### src/rtl/myrisc16_mem_arbiter_pkg.sv
// myrisc16_pkg: shared types and round-robin pick for the myrisc16 memory arbiter
package myrisc16_pkg;
  localparam int DATA_W = 16;
  typedef enum logic [1:0] {IDLE, ISSUE, WAIT, RESP} state_t;
  typedef enum logic {OWN_CPU = 1'b0, OWN_LDR = 1'b1} owner_t;
  typedef struct packed {
    logic   valid;
    owner_t owner;
  } grant_t;
  // On contention the requester that did not win last time gets the RAM
  function automatic grant_t rr_pick(input logic cpu_elig, input logic ldr_elig, input owner_t last_grant);
    grant_t g;
    g.valid = cpu_elig | ldr_elig;
    g.owner = (cpu_elig & ldr_elig) ? ((last_grant == OWN_CPU) ? OWN_LDR : OWN_CPU)
                                    : (ldr_elig ? OWN_LDR : OWN_CPU);
    return g;
  endfunction
endpackage

### src/rtl/myrisc16_mem_arbiter_if.sv
// myrisc16_mem_arbiter_if: CPU, loader and RAM signals around the memory arbiter
interface myrisc16_mem_arbiter_if #(
  parameter int AW = 8,
  parameter int DW = 16
);
  logic          in_cpu_req;
  logic          in_cpu_we;
  logic [AW-1:0] in_cpu_addr;
  logic [DW-1:0] in_cpu_wdata;
  logic          out_cpu_ack;
  logic [DW-1:0] out_cpu_rdata;
  logic          in_ldr_session;
  logic          in_ldr_req;
  logic          in_ldr_we;
  logic [AW-1:0] in_ldr_addr;
  logic [DW-1:0] in_ldr_wdata;
  logic          out_ldr_ack;
  logic [DW-1:0] out_ldr_rdata;
  logic          out_cpu_hold;
  logic          out_ram_en;
  logic          out_ram_we;
  logic [AW-1:0] out_ram_addr;
  logic [DW-1:0] out_ram_wdata;
  logic [DW-1:0] in_ram_rdata;
  modport slave (
    input  in_cpu_req, in_cpu_we, in_cpu_addr, in_cpu_wdata,
    input  in_ldr_session, in_ldr_req, in_ldr_we, in_ldr_addr, in_ldr_wdata,
    input  in_ram_rdata,
    output out_cpu_ack, out_cpu_rdata, out_ldr_ack, out_ldr_rdata, out_cpu_hold,
    output out_ram_en, out_ram_we, out_ram_addr, out_ram_wdata
  );
  modport master (
    output in_cpu_req, in_cpu_we, in_cpu_addr, in_cpu_wdata,
    output in_ldr_session, in_ldr_req, in_ldr_we, in_ldr_addr, in_ldr_wdata,
    output in_ram_rdata,
    input  out_cpu_ack, out_cpu_rdata, out_ldr_ack, out_ldr_rdata, out_cpu_hold,
    input  out_ram_en, out_ram_we, out_ram_addr, out_ram_wdata
  );
endinterface

### src/rtl/myrisc16_mem_arbiter.sv
// myrisc16_mem_arbiter: round-robin sharing of one sync RAM between CPU and program loader
module myrisc16_mem_arbiter
  import myrisc16_pkg::*;
#(
  parameter int AW = 8,
  parameter int DW = DATA_W
) (
  input  logic                  in_clock,
  input  logic                  in_reset,
  myrisc16_mem_arbiter_if.slave bus
);
  state_t        r_state;
  owner_t        r_owner;
  owner_t        r_last;
  logic          r_cpu_ack;
  logic          r_ldr_ack;
  logic [DW-1:0] r_cpu_rdata;
  logic [DW-1:0] r_ldr_rdata;
  logic          r_hold;
  logic          r_ram_en;
  logic          r_ram_we;
  logic [AW-1:0] r_ram_addr;
  logic [DW-1:0] r_ram_wdata;
  grant_t        w_grant;
  logic          w_ldr;
  // A loader session excludes the CPU from new grants, never from an access in flight
  assign w_grant = rr_pick(bus.in_cpu_req & ~bus.in_ldr_session, bus.in_ldr_req, r_last);
  assign w_ldr   = w_grant.owner == OWN_LDR;
  always_ff @(posedge in_clock) begin
    if (in_reset) begin
      r_state     <= IDLE;
      r_owner     <= OWN_CPU;
      r_last      <= OWN_LDR;
      r_cpu_ack   <= 1'b0;
      r_ldr_ack   <= 1'b0;
      r_cpu_rdata <= '0;
      r_ldr_rdata <= '0;
      r_hold      <= 1'b0;
      r_ram_en    <= 1'b0;
      r_ram_we    <= 1'b0;
      r_ram_addr  <= '0;
      r_ram_wdata <= '0;
    end else begin
      r_hold <= bus.in_ldr_session;
      case (r_state)
        IDLE: if (w_grant.valid) begin
          r_ram_en    <= 1'b1;
          r_ram_we    <= w_ldr ? bus.in_ldr_we : bus.in_cpu_we;
          r_ram_addr  <= w_ldr ? bus.in_ldr_addr : bus.in_cpu_addr;
          r_ram_wdata <= w_ldr ? bus.in_ldr_wdata : bus.in_cpu_wdata;
          r_owner     <= w_grant.owner;
          r_last      <= w_grant.owner;
          r_state     <= ISSUE;
        end
        ISSUE: begin
          r_ram_en <= 1'b0;
          r_ram_we <= 1'b0;
          r_state  <= WAIT;
        end
        WAIT: begin
          if (r_owner == OWN_LDR) begin
            r_ldr_rdata <= bus.in_ram_rdata;
            r_ldr_ack   <= 1'b1;
          end else begin
            r_cpu_rdata <= bus.in_ram_rdata;
            r_cpu_ack   <= 1'b1;
          end
          r_state <= RESP;
        end
        default: begin
          r_cpu_ack <= 1'b0;
          r_ldr_ack <= 1'b0;
          r_state   <= IDLE;
        end
      endcase
    end
  end
  assign bus.out_cpu_ack   = r_cpu_ack;
  assign bus.out_cpu_rdata = r_cpu_rdata;
  assign bus.out_ldr_ack   = r_ldr_ack;
  assign bus.out_ldr_rdata = r_ldr_rdata;
  assign bus.out_cpu_hold  = r_hold;
  assign bus.out_ram_en    = r_ram_en;
  assign bus.out_ram_we    = r_ram_we;
  assign bus.out_ram_addr  = r_ram_addr;
  assign bus.out_ram_wdata = r_ram_wdata;
endmodule

### src/flat_wrapper.sv
// flat-port wrapper written by rule: the top's interface ports become plain ports
module myrisc16_mem_arbiter_flat import myrisc16_pkg::*;
#(
  parameter int AW = 8,
  parameter int DW = DATA_W
)
  (in_clock, in_reset, bus_in_cpu_req, bus_in_cpu_we, bus_in_cpu_addr, bus_in_cpu_wdata, bus_in_ldr_session, bus_in_ldr_req, bus_in_ldr_we, bus_in_ldr_addr, bus_in_ldr_wdata, bus_in_ram_rdata, bus_out_cpu_ack, bus_out_cpu_rdata, bus_out_ldr_ack, bus_out_ldr_rdata, bus_out_cpu_hold, bus_out_ram_en, bus_out_ram_we, bus_out_ram_addr, bus_out_ram_wdata);
  myrisc16_mem_arbiter_if #(.AW(AW), .DW(DW)) bus_i ();
  input  logic in_clock;
  input  logic in_reset;
  input wire logic [$bits(bus_i.in_cpu_req)-1:0] bus_in_cpu_req;
  input wire logic [$bits(bus_i.in_cpu_we)-1:0] bus_in_cpu_we;
  input wire logic [$bits(bus_i.in_cpu_addr)-1:0] bus_in_cpu_addr;
  input wire logic [$bits(bus_i.in_cpu_wdata)-1:0] bus_in_cpu_wdata;
  input wire logic [$bits(bus_i.in_ldr_session)-1:0] bus_in_ldr_session;
  input wire logic [$bits(bus_i.in_ldr_req)-1:0] bus_in_ldr_req;
  input wire logic [$bits(bus_i.in_ldr_we)-1:0] bus_in_ldr_we;
  input wire logic [$bits(bus_i.in_ldr_addr)-1:0] bus_in_ldr_addr;
  input wire logic [$bits(bus_i.in_ldr_wdata)-1:0] bus_in_ldr_wdata;
  input wire logic [$bits(bus_i.in_ram_rdata)-1:0] bus_in_ram_rdata;
  output wire logic [$bits(bus_i.out_cpu_ack)-1:0] bus_out_cpu_ack;
  output wire logic [$bits(bus_i.out_cpu_rdata)-1:0] bus_out_cpu_rdata;
  output wire logic [$bits(bus_i.out_ldr_ack)-1:0] bus_out_ldr_ack;
  output wire logic [$bits(bus_i.out_ldr_rdata)-1:0] bus_out_ldr_rdata;
  output wire logic [$bits(bus_i.out_cpu_hold)-1:0] bus_out_cpu_hold;
  output wire logic [$bits(bus_i.out_ram_en)-1:0] bus_out_ram_en;
  output wire logic [$bits(bus_i.out_ram_we)-1:0] bus_out_ram_we;
  output wire logic [$bits(bus_i.out_ram_addr)-1:0] bus_out_ram_addr;
  output wire logic [$bits(bus_i.out_ram_wdata)-1:0] bus_out_ram_wdata;
  assign bus_i.in_cpu_req = bus_in_cpu_req;
  assign bus_i.in_cpu_we = bus_in_cpu_we;
  assign bus_i.in_cpu_addr = bus_in_cpu_addr;
  assign bus_i.in_cpu_wdata = bus_in_cpu_wdata;
  assign bus_i.in_ldr_session = bus_in_ldr_session;
  assign bus_i.in_ldr_req = bus_in_ldr_req;
  assign bus_i.in_ldr_we = bus_in_ldr_we;
  assign bus_i.in_ldr_addr = bus_in_ldr_addr;
  assign bus_i.in_ldr_wdata = bus_in_ldr_wdata;
  assign bus_i.in_ram_rdata = bus_in_ram_rdata;
  assign bus_out_cpu_ack = bus_i.out_cpu_ack;
  assign bus_out_cpu_rdata = bus_i.out_cpu_rdata;
  assign bus_out_ldr_ack = bus_i.out_ldr_ack;
  assign bus_out_ldr_rdata = bus_i.out_ldr_rdata;
  assign bus_out_cpu_hold = bus_i.out_cpu_hold;
  assign bus_out_ram_en = bus_i.out_ram_en;
  assign bus_out_ram_we = bus_i.out_ram_we;
  assign bus_out_ram_addr = bus_i.out_ram_addr;
  assign bus_out_ram_wdata = bus_i.out_ram_wdata;
  myrisc16_mem_arbiter #(.AW(AW), .DW(DW)) u_core (.in_clock(in_clock), .in_reset(in_reset), .bus(bus_i));
endmodule
### config.mk
export PLATFORM = sky130hd
export DESIGN_NAME = myrisc16_mem_arbiter_flat
export DESIGN_NICKNAME = d
export VERILOG_FILES = /design/src/rtl/myrisc16_mem_arbiter_pkg.sv /design/src/rtl/myrisc16_mem_arbiter_if.sv /design/src/rtl/myrisc16_mem_arbiter.sv /design/src/flat_wrapper.sv
export SDC_FILE = /design/constraint.sdc
export NUM_CORES = 1
export LEC_CHECK = 0
export BUFFER_PORTS_ARGS = -buffer_cell sky130_fd_sc_hd__buf_2
export CORE_MARGIN = 2
export CORE_UTILIZATION = 42
export CTS_CLUSTER_SIZE = 14
export DETAILED_ROUTE_END_ITERATION = 7
export PLACE_DENSITY_LB_ADDON = 0.2
export SLEW_MARGIN = 20
export SYNTH_ARGS = -nofsm -noshare
export SYNTH_HDL_FRONTEND = slang
export SYNTH_SLANG_ARGS = --single-unit
### constraint.sdc
create_clock -name in_clock -period 1.5 [get_ports in_clock]
set_input_delay 0.225 -clock in_clock [delete_from_list [all_inputs] [get_ports in_clock]]
set_output_delay 0.225 -clock in_clock [all_outputs]
set_load 0.005 [all_outputs]
==> impl_results.md, run 1 <==
* Cts bufs inserted at 9
* Flop2flop setup slack at 0.1 ns
* Total Nets Final at 531
* Die area at 0.00737 sq mm
* Post-Route Setup TNS at 0 ns
* Pins Over Slew Limit at 0
* Port bufs at 131
* Starting Density at 43.8%
* GRT overflow at 0
* CTS tree: done
* GRT Overall Usage at 19.5%
* Syn Nets at 401
* Ys async rst share at 0%
* Crit path capture type: register
* Global-route wire length before repair at 11.4 mm
* CP Max Fanout at 26
* Worst Reg-to-Reg Cells at 6
* Worst-skew pair later-pin latency at 0.34 ns
* Maximum vdd drop at 708 uV
* Tcrit/Tclk final at 93.6%
* Top FF cell, synth: dfxtp_1
* Wire length per cell at 13.1 microns
* # DRC at 10
* Area of the core at 0.00642 sq mm
* Worst EP arrival at 1.65 ns
* 1st-pass router iterations at 8
* # Max-Cap Violations at 0
* Post-synthesis cell count at 326
* Sinks on Clock Net at 65
* Crit path time final at 1.40 ns
* Chip width at 85.8 microns
* Final Hold Fails at 0
* CP endpoint: u_core.bus.out_ram_addr[7]
* Failing checks: DRC
* Unrepaired setup endpoints after global routing: no
* Status: finished, violations left
* ANT nets after route at 0
* Hold/Removal Path Class: in2reg
* Worst Setup Path Type: reg2reg
* HPWL after DPL at 5.05 mm
* Die height at 85.8 microns
* Synth Cell Area at 0.00281 sq mm
* Mean Syn Cell Area at 8.63 sq um
* Worst setup SP type: register
* Fmax at 0.712 GHz
* Diodes inserted at 0
* FP Rows at 29
* Initial antenna violation count at 0
* Worst hold margin at 0.119 ns
* Cts hold-fix bufs at 0
* WL final at 7.04 mm
* GPL Wtd Cong at 0.778
* Critical R2R Launch: u_core.r_state[1]
* Clock Skew at 0.0117 ns
* # setup viols final at 0
* Synth-to-layout area growth at 34.7%
* Worst Tran Pin Value at 0.381 ns
* Required time worst endpoint at 1.75 ns
* Synth warn at 0
* Clk slew on worst S/H paths at 0.08 ns
* Post-synth EDFFs at 0
* Share of layout cells above drive strength 1 at 44.5%
* Pwr/cell area at 1710 mW/mm^2
* Iter 0 DRT Violations at 82
* Vias at 2,639
* Crit Reg-Reg Endpoint: u_core.bus.out_ram_addr[7]
* IO Count at 132
* Pin count of the biggest net entering global routing at 38
* Synthesized flop and latch total at 65
* Via/cell ratio at 4.91
* H-tree depth at 3
* Yosys cell types at 32
* Seq/Total Area, Yosys at 46.3%
* Clock Path Buffers at 2
* Leak pwr at 0.00171 uW
* Critical path origin: u_core.r_state[1]
* Relative slew margins at 74.6%
* Clock root buffer: clkbuf_8
* Number of global-route vias before repair at 2,570
-- registers in the layout, indices dropped and copies added (netlist names) --
signal / cells
u_core.bus.out_ldr_ack: 1
u_core.bus.out_cpu_ack: 1
u_core.r_state: 2
u_core.bus.out_ram_we: 1
u_core.r_owner: 1
u_core.r_last: 1
u_core.bus.out_ram_wdata: 16
u_core.bus.out_ram_addr: 8
u_core.bus.out_cpu_rdata: 16
u_core.bus.out_ram_en: 1
u_core.bus.out_ldr_rdata: 16
u_core.bus.out_cpu_hold: 1
-- power by group --
group	total [uW]	switching, uW	internal, uW
clock network	1640	694	941
registers	2310	193	2120
logic	2550	1370	1180
-- cells in the mapped netlist (4+ instances only) --
cell type / count / area share (%)
a21oi_2: 19 / 5.9
a21oi_1: 38 / 6.8
a211oi_2: 20 / 8.9
buf_2: 5 / 0.89
nor2b_1: 4 / 0.89
clkbuf_1: 9 / 1.2
nor3_1: 4 / 0.71
ha_1: 4 / 1.8
dfxtp_1: 65 / 46
nor2_1: 33 / 4.4
nand2_1: 90 / 12
a211oi_1: 4 / 1.1
buf_4: 4 / 1.1
-- cell type report --
class | count | area, sq um
fillers | 582 | 2630
multi-input cells | 234 | 1360
flip-flops and latches | 65 | 1300
repair buffers | 144 | 807
clock buffers | 10 | 128
well taps | 77 | 96.3
clock inverters | 6 | 91.3
inverters | 2 | 7.51
-- critical path, cell delays in order, from the launching register on --
cell and delay (ns):
dfxtp_2 0.34, inv_1 0.08, ha_2 0.24, o21a_1 0.19
buf_12 0.18, nor2_1 0.06, a211oi_1 0.22
-- worst min-delay path by stage --
stage / start / end / slack, ns / cells after the start
after detailed placement: u_core.bus.out_cpu_rdata[12] / u_core.bus.out_cpu_rdata[12] / 0.44 / 2
after floorplan: bus_in_ldr_session / u_core.bus.out_cpu_hold / 0.35 / 1
after global routing: bus_in_ram_rdata[11] / u_core.bus.out_cpu_rdata[11] / 0.12 / 3
after CTS: bus_in_ram_rdata[2] / u_core.bus.out_ldr_rdata[2] / 0.11 / 3
after global placement: u_core.bus.out_cpu_rdata[10] / u_core.bus.out_cpu_rdata[10] / 0.44 / 2
final: bus_in_ram_rdata[14] / u_core.bus.out_cpu_rdata[14] / 0.12 / 3
-- logic make-up (layout without fill, tap and decap cells) --
logic type	count (synthesis)	count (layout)	share of synthesized area, %
simple gates	139	139	20.0
compound gates	88	88	25.0
flops	65	65	46.3
buf+inv	27	162	5.78
fa+ha+maj	4	4	1.78
mux	3	3	1.11
-- through the flow --
stage	utilization, %	total power, uW	setup slack (ns)	std cells	cell area, sq um
after floorplan	-	4000	0.0759	326	2810
after global placement	55.4	4830	0.0828	522	3560
after detailed placement	55.4	4900	0.0324	522	3560
after CTS	58.8	6550	0.00420	538	3780
after global routing	59.0	6960	0.00868	538	3790
final	59.0	6500	0.0955	538	3790
-- layout by cell type, fill, tap and decap left out --
master	synthesis	final
buf_6	2	1
buf_2	5	131
buf_4	4	8
dfxtp_1	65	64
o21a_1	1	1
o31ai_1	1	1
mux2_1	1	1
nand2_2	1	1
a211oi_2	20	21
nand2b_1	2	2
bufinv_16	0	2
a21oi_1	38	38
nor3_1	4	4
nand2_1	90	90
and2_1	2	1
o21ai_4	1	1
a32o_1	1	1
inv_6	0	1
inv_1	2	2
nor2_1	33	33
clkbuf_8	0	9
and2_2	0	1
ha_1	4	3
a211oi_1	4	3
mux2i_1	2	2
ha_2	0	1
dfxtp_2	0	1
a22oi_1	1	1
a21oi_2	19	19
nand3b_1	2	2
a22o_1	1	1
clkinvlp_4	0	3
buf_12	0	4
and2b_4	1	1
nor2b_1	4	4
clkbuf_1	9	1
a221o_1	1	1
-- routing by layer --
metal / up-vias / global-route usage, % / wire length, microns
li1: 1350 / - / -
met1: 1203 / 23.7 / 3120
met2: 76 / 34.0 / 3440
met3: 10 / 3.27 / 377
met4: 0 / 8.37 / 111
met5: - / 0 / 0
-- repair_timing --
action / 4_1_cts / 5_1_grt
resized for setup: 1 / 4
pin swaps: 0 / 1
setup endpoints to repair: 1 / 33
setup buffers: 0 / 0
(Power assumes the default switching activity.)
==> run 2, diff against run 1 <==
Settings changed: BUFFER_PORTS_ARGS -buffer_cell sky130_fd_sc_hd__buf_2 to -buffer_cell sky130_fd_sc_hd__buf_4, GPL_TIMING_DRIVEN set to 0.
==> run 2 against run 1 <==
Compared with the run above:
- the flow still finishes with violations (DRC)
- sequential power is essentially flat
- hold slack gained 0.014 ns
- clock-buffer cell count is the same
- die area is the same
- clock power grew 4%
- register-to-register slack lost 0.02 ns
- non-clock buffer count grew 12
- final area grew 10%
- critical path type unchanged
- largest power group unchanged
- highest routed layer unchanged
==> impl_results.md, run 2 (synthesis gave the netlist of run 1 again) <==
* Status: finished, violations left (unchanged)
* Failing checks: DRC (unchanged)
* Clock root buffer: clkbuf_8 (unchanged)
* IO Count at 132 (unchanged)
* Die area at 0.00737 sq mm (unchanged)
* CP Max Fanout at 10 (was 26)
* Pwr/cell area at 1640 mW/mm^2 (was 1710 mW/mm^2)
* Worst Tran Pin Value at 0.747 ns (was 0.381 ns)
* Chip width at 85.8 microns (unchanged)
* ANT nets after route at 0 (unchanged)
* Via/cell ratio at 4.97 (was 4.91)
* # setup viols final at 0 (unchanged)
* Synth-to-layout area growth at 48.4% (was 34.7%)
* Leak pwr at 0.00181 uW (was 0.00171 uW)
* GRT Overall Usage at 21.1% (was 19.5%)
* Relative slew margins at 50.2% (was 74.6%)
* Total Nets Final at 543 (was 531)
* Pin count of the biggest net entering global routing at 17 (was 38)
* Area of the core at 0.00642 sq mm (unchanged)
* Vias at 2,736 (was 2,639)
* 1st-pass router iterations at 6 (was 8)
* WL final at 7.73 mm (was 7.04 mm)
* Commonest non-fill, non-tap cell in the layout: buf_4 (was buf_2)
* H-tree depth at 3 (unchanged)
* GPL Wtd Cong at 0.766 (was 0.778)
* GRT overflow at 0 (unchanged)
* Fmax at 0.704 GHz (was 0.712 GHz)
* Cts bufs inserted at 9 (unchanged)
* Commonest non-fill, non-tap cells in the layout: buf_4 (135), nand2_1 (90), dfxtp_1 (63), a21oi_1 (37), nor2_1 (33) (was buf_2 (131), nand2_1 (90), dfxtp_1 (64), a21oi_1 (38), nor2_1 (33))
* Number of global-route vias before repair at 2,702 (was 2,570)
* Post-Route Setup TNS at 0 ns (unchanged)
* Clock Path Buffers at 2 (unchanged)
* Worst Setup Path Type: reg2reg (unchanged)
* # Max-Cap Violations at 0 (unchanged)
* FP Rows at 29 (unchanged)
* Wire length per cell at 14.1 microns (was 13.1 microns)
* Final Hold Fails at 0 (unchanged)
* Sinks on Clock Net at 65 (unchanged)
* Die height at 85.8 microns (unchanged)
* Share of layout cells above drive strength 1 at 45.0% (was 44.5%)
* Tcrit/Tclk final at 94.7% (was 93.6%)
* Global-route wire length before repair at 12.4 mm (was 11.4 mm)
* Clk slew on worst S/H paths at 0.08 ns (about the same)
* Worst setup SP type: register (unchanged)
* CTS tree: done (unchanged)
* Port bufs at 131 (unchanged)
* Dpl ws at -0.204 ns (was 0.0324 ns)
* HPWL after DPL at 5.74 mm (was 5.05 mm)
* Starting Density at 43.8% (unchanged)
* Worst-skew pair later-pin latency at 0.34 ns (about the same)
* Maximum vdd drop at 696 uV (was 708 uV)
* Initial antenna violation count at 0 (unchanged)
* Required time worst endpoint at 1.76 ns (was 1.75 ns)
* Worst EP arrival at 1.68 ns (was 1.65 ns)
* Final setup margin at 0.0801 ns (was 0.0955 ns)
* Crit path time final at 1.42 ns (was 1.40 ns)
* Hold/Removal Path Class: in2reg (unchanged)
* # DRC at 10 (unchanged)
* Cts hold-fix bufs at 0 (unchanged)
* Clock Skew at 0.0122 ns (was 0.0117 ns)
* Iter 0 DRT Violations at 142 (was 82)
* Crit path capture type: register (unchanged)
* Diodes inserted at 0 (unchanged)
* Pins Over Slew Limit at 0 (unchanged)
* Power Total at 6850 uW (was 6500 uW)
==> run 2: cell type report <==
cell class,count,area (sq um)
plain buffers,23,175
well taps,77,96.3
flip-flops and latches,65,1300
clock buffers,10,138
multi-input cells,234,1370
fillers,574,2250
repair buffers,133,998
clock inverters,6,90.1
inverters,2,7.51
==> run 2: final timing paths <==
path                                             startpoint                            to  slack, ns  cells past startpoint
worst max register to register            u_core.r_state[0]   u_core.bus.out_ram_wdata[0]       0.08                      7
worst min register to register  u_core.bus.out_ldr_rdata[8]   u_core.bus.out_ldr_rdata[8]       0.46                      2
worst max-delay path                      u_core.r_state[0]   u_core.bus.out_ram_wdata[0]       0.08                      7
worst min-delay path                   bus_in_ram_rdata[12]  u_core.bus.out_ldr_rdata[12]       0.13                      3
==> run 2: repair_timing <==
action,in CTS,in global routing
endpoints found under the setup margin,44,51
setup buffers,0,2
gates resized for setup,9,13
cloned,0,0
pin swaps,0,1
==> run 2: critical path, cell delays in order (launching register included) <==
cell and delay [ns]:
dfxtp_2 0.33, inv_1 0.08, ha_2 0.21, o21a_1 0.12, buf_4 0.16, buf_4 0.19, nor2_1 0.06, a211oi_2 0.19
==> run 2: where the power goes <==
part | leakage (uW) | switching, uW | internal (uW) | total (uW)
Sequential | 0.000533 | 214 | 2120 | 2340
Clock | 0.000113 | 710 | 987 | 1700
Combinational | 0.00117 | 1420 | 1400 | 2820
==> run 2: metal layers <==
| layer | global-route usage [%] | vias up | wire, microns |
|---|---|---|---|
| met5 | 0 | - | 0 |
| met4 | 9.38 | 0 | 87 |
| met3 | 3.66 | 8 | 420 |
| met2 | 34.8 | 75 | 3810 |
| met1 | 27.0 | 1278 | 3410 |
| li1 | - | 1375 | - |
==> run 2: through the flow <==
| step | util, % | hold WS [ns] | cells | area (sq um) |
|---|---|---|---|---|
| 6_report | 65.0 | 0.132 | 550 | 4170 |
| 5_1_grt | 65.0 | 0.128 | 550 | 4170 |
| 4_1_cts | 64.3 | 0.125 | 548 | 4130 |
| 3_5_place_dp | 60.6 | 0.447 | 534 | 3890 |
| 3_3_place_gp | 60.6 | 0.444 | 534 | 3890 |
| 2_1_floorplan | - | 0.353 | 326 | 2810 |
==> run 3, diff against run 2 <==
Settings changed: BUFFER_PORTS_ARGS -buffer_cell sky130_fd_sc_hd__buf_4 to unset, CORE_UTILIZATION 42 to 56, DONT_BUFFER_PORTS set to 1, GPL_ROUTABILITY_DRIVEN set to 0, GPL_TIMING_DRIVEN 0 to unset.
==> run 3 against run 2 <==
Compared with the run above:
- the flow finishes with violations (hold timing)
- routed wire length shrank 17%
- critical path depth stayed put
- hold slack worse by 0.17 ns
- sequential cell count did not move
- non-clock buffer count shrank 140
- first-iteration DRC count decreased by 50%
- global-route usage up 1.6 points
==> impl_results.md, run 3 (synthesis gave the netlist of run 1 again) <==
* Relative slew margins at 74.8% (was 50.2%)
* Die height at 74.9 microns (was 85.8 microns)
* Commonest non-fill, non-tap cells in the layout: nand2_1 (90), dfxtp_1 (65), a21oi_1 (38), nor2_1 (33), a211oi_2 (20) (was buf_4 (135), nand2_1 (90), dfxtp_1 (63), a21oi_1 (37), nor2_1 (33))
* Leak pwr at 0.00114 uW (was 0.00181 uW)
* Pin count of the biggest net entering global routing at 66 (was 17)
* Worst Tran Pin Value at 0.377 ns (was 0.747 ns)
* Clock Skew at 0.00936 ns (was 0.0122 ns)
* HPWL after DPL at 4.41 mm (was 5.74 mm)
* Tcrit/Tclk final at 93.5% (was 94.7%)
* Clock root buffer: clkbuf_8 (unchanged)
* Post-Route Setup TNS at 0 ns (unchanged)
* FP Rows at 25 (was 29)
* Pwr/cell area at 1960 mW/mm^2 (was 1640 mW/mm^2)
* Via/cell ratio at 5.62 (was 4.97)
* WL final at 6.38 mm (was 7.73 mm)
* # Post-CTS Setup Buffers at 0 (unchanged)
* Area of the core at 0.00479 sq mm (was 0.00642 sq mm)
* Cts bufs inserted at 9 (unchanged)
* Cts hold-fix bufs at 1 (was 0)
* Sinks on Clock Net at 65 (unchanged)
* Worst-skew pair later-pin latency at 0.33 ns (was 0.34 ns)
* Vias at 2,246 (was 2,736)
* IO Count at 132 (unchanged)
* Diodes inserted at 0 (unchanged)
* Total Nets Final at 403 (was 543)
* # DRC at 0 (was 10)
* Share of layout cells above drive strength 1 at 23.1% (was 45.0%)
* Worst hold margin at -0.0422 ns (was 0.132 ns)
* Commonest non-fill, non-tap cell in the layout: nand2_1 (was buf_4)
* # Max-Cap Violations at 0 (unchanged)
* Required time worst endpoint at 1.75 ns (was 1.76 ns)
* Critical R2R Launch: u_core.r_state[1] (was u_core.r_state[0])
* Flop2flop setup slack at 0.1 ns (was 0.08 ns)
* Wire length per cell at 16.0 microns (was 14.1 microns)
* Worst EP arrival at 1.65 ns (was 1.68 ns)
* Clk slew on worst S/H paths at 0.07 ns (was 0.08 ns)
* CTS tree: done (unchanged)
* Global-route wire length before repair at 9.58 mm (was 12.4 mm)
* CP endpoint: u_core.bus.out_ram_wdata[9] (was u_core.bus.out_ram_wdata[0])
* Chip width at 74.9 microns (was 85.8 microns)
* Crit path time final at 1.40 ns (was 1.42 ns)
* Maximum vdd drop at 1050 uV (was 696 uV)
* Critical path origin: u_core.r_state[1] (was u_core.r_state[0])
* Worst Setup Path Type: reg2reg (unchanged)
* ANT nets after route at 0 (unchanged)
* Failing checks: hold timing (was DRC)
* Status: finished, violations left (unchanged)
* Worst Reg-to-Reg Cells at 7 (unchanged)
* Crit Reg-Reg Endpoint: u_core.bus.out_ram_wdata[9] (was u_core.bus.out_ram_wdata[0])
* Pins Over Slew Limit at 0 (unchanged)
* Number of global-route vias before repair at 2,128 (was 2,702)
* Post-route cell area at 0.00316 sq mm (was 0.00417 sq mm)
* # setup viols final at 0 (unchanged)
* Iter 0 DRT Violations at 71 (was 142)
* Clock Path Buffers at 2 (unchanged)
* 1st-pass router iterations at 4 (was 6)
* Crit path capture type: register (unchanged)
* Hold/Removal Path Class: in2reg (unchanged)
* H-tree depth at 3 (unchanged)
* Starting Density at 58.8% (was 43.8%)
* GRT overflow at 0 (unchanged)
* Worst setup SP type: register (unchanged)
* CP Max Fanout at 26 (was 10)
* Fmax at 0.713 GHz (was 0.704 GHz)
* Unrepaired setup endpoints after global routing: yes
* Synth-to-layout area growth at 12.5% (was 48.4%)
* Initial antenna violation count at 0 (unchanged)
* Placed inst area at 0.00290 sq mm (was 0.00389 sq mm)
* Port bufs at 0 (was 131)
* GRT Overall Usage at 22.7% (was 21.1%)
* Die area at 0.00561 sq mm (was 0.00737 sq mm)
* Final Hold Fails at 61 (was 0)
* Hold Crit Start: in_reset (was bus_in_ram_rdata[12])
run 3: changes by cell type in the layout (fill, tap and decap cells not counted), moves of 2 or more:
| cell | before | now |
|---|---|---|
| buf_4 | 135 | 11 |
| clkbuf_1 | 6 | 0 |
| buf_6 | 5 | 0 |
| buf_12 | 0 | 4 |
| buf_2 | 3 | 0 |
| buf_8 | 3 | 0 |
| clkbuf_2 | 2 | 0 |
| dfxtp_1 | 63 | 65 |
| dfxtp_2 | 2 | 0 |
| ha_2 | 2 | 0 |
run 3: worst max-delay path, cell delays in order (launching register included):
cell and delay, ns:
dfxtp_1 0.31, buf_4 0.14, inv_2 0.07, ha_4 0.17
o21a_1 0.18, buf_12 0.18, nor2_1 0.08, a211oi_2 0.21
run 3: repair_timing:
| action | CTS | global route |
|---|---|---|
| gates resized for setup | 5 | 1 |
| hold endpoints to repair | 63 | 62 |
| setup endpoints to repair | 57 | 20 |
run 3: through the flow:
| step | cells | utilization, % | setup slack [ns] | power (uW) | hold WS, ns |
|---|---|---|---|---|---|
| 2_1_floorplan | 326 | - | 0.0759 | 4000 | 0.353 |
| 3_3_place_gp | 383 | 60.7 | -0.187 | 4430 | 0.299 |
| 3_5_place_dp | 383 | 60.7 | -0.309 | 4510 | 0.298 |
| 4_1_cts | 400 | 66.1 | 0.0263 | 6250 | -0.0602 |
| 5_1_grt | 400 | 66.1 | -0.00238 | 6580 | -0.0677 |
| 6_report | 400 | 66.1 | 0.0971 | 6200 | -0.0422 |
run 3: worst min-delay path by stage:
stage,to,slack (ns),depth (start not counted)
after floorplan,u_core.bus.out_cpu_hold,0.35,1
after global placement,u_core.bus.out_ram_wdata[12],0.30,1
after detailed placement,u_core.bus.out_ram_addr[2],0.30,1
after CTS,u_core.bus.out_ram_addr[1],-0.06,1
after global routing,u_core.bus.out_ram_wdata[12],-0.07,1
final,u_core.bus.out_ram_addr[0],-0.04,1
run 3: cell type report:
| cell class | count | area [sq um] |
|---|---|---|
| Sequential cell | 65 | 1300 |
| Fill cell | 395 | 1620 |
| Inverter | 2 | 7.51 |
| Clock buffer | 10 | 138 |
| Tap cell | 67 | 83.8 |
| Timing Repair Buffer | 16 | 173 |
| Clock inverter | 6 | 90.1 |
| Multi-Input combinational cell | 234 | 1370 |
run 3: metal layers:
metal	vias up	wire length [microns]	track usage, %
li1	1097	-	-
met1	1032	2510	26.6
met2	107	3100	37.1
met3	10	695	8.57
met4	0	83	9.52
met5	-	0	0
run 3: where the power goes:
part | switching (uW) | leakage (uW) | total (uW) | internal [uW]
Sequential | 296 | 0.000532 | 2420 | 2120
Combinational | 1160 | 0.000494 | 2110 | 953
Clock | 681 | 0.000113 | 1670 | 987
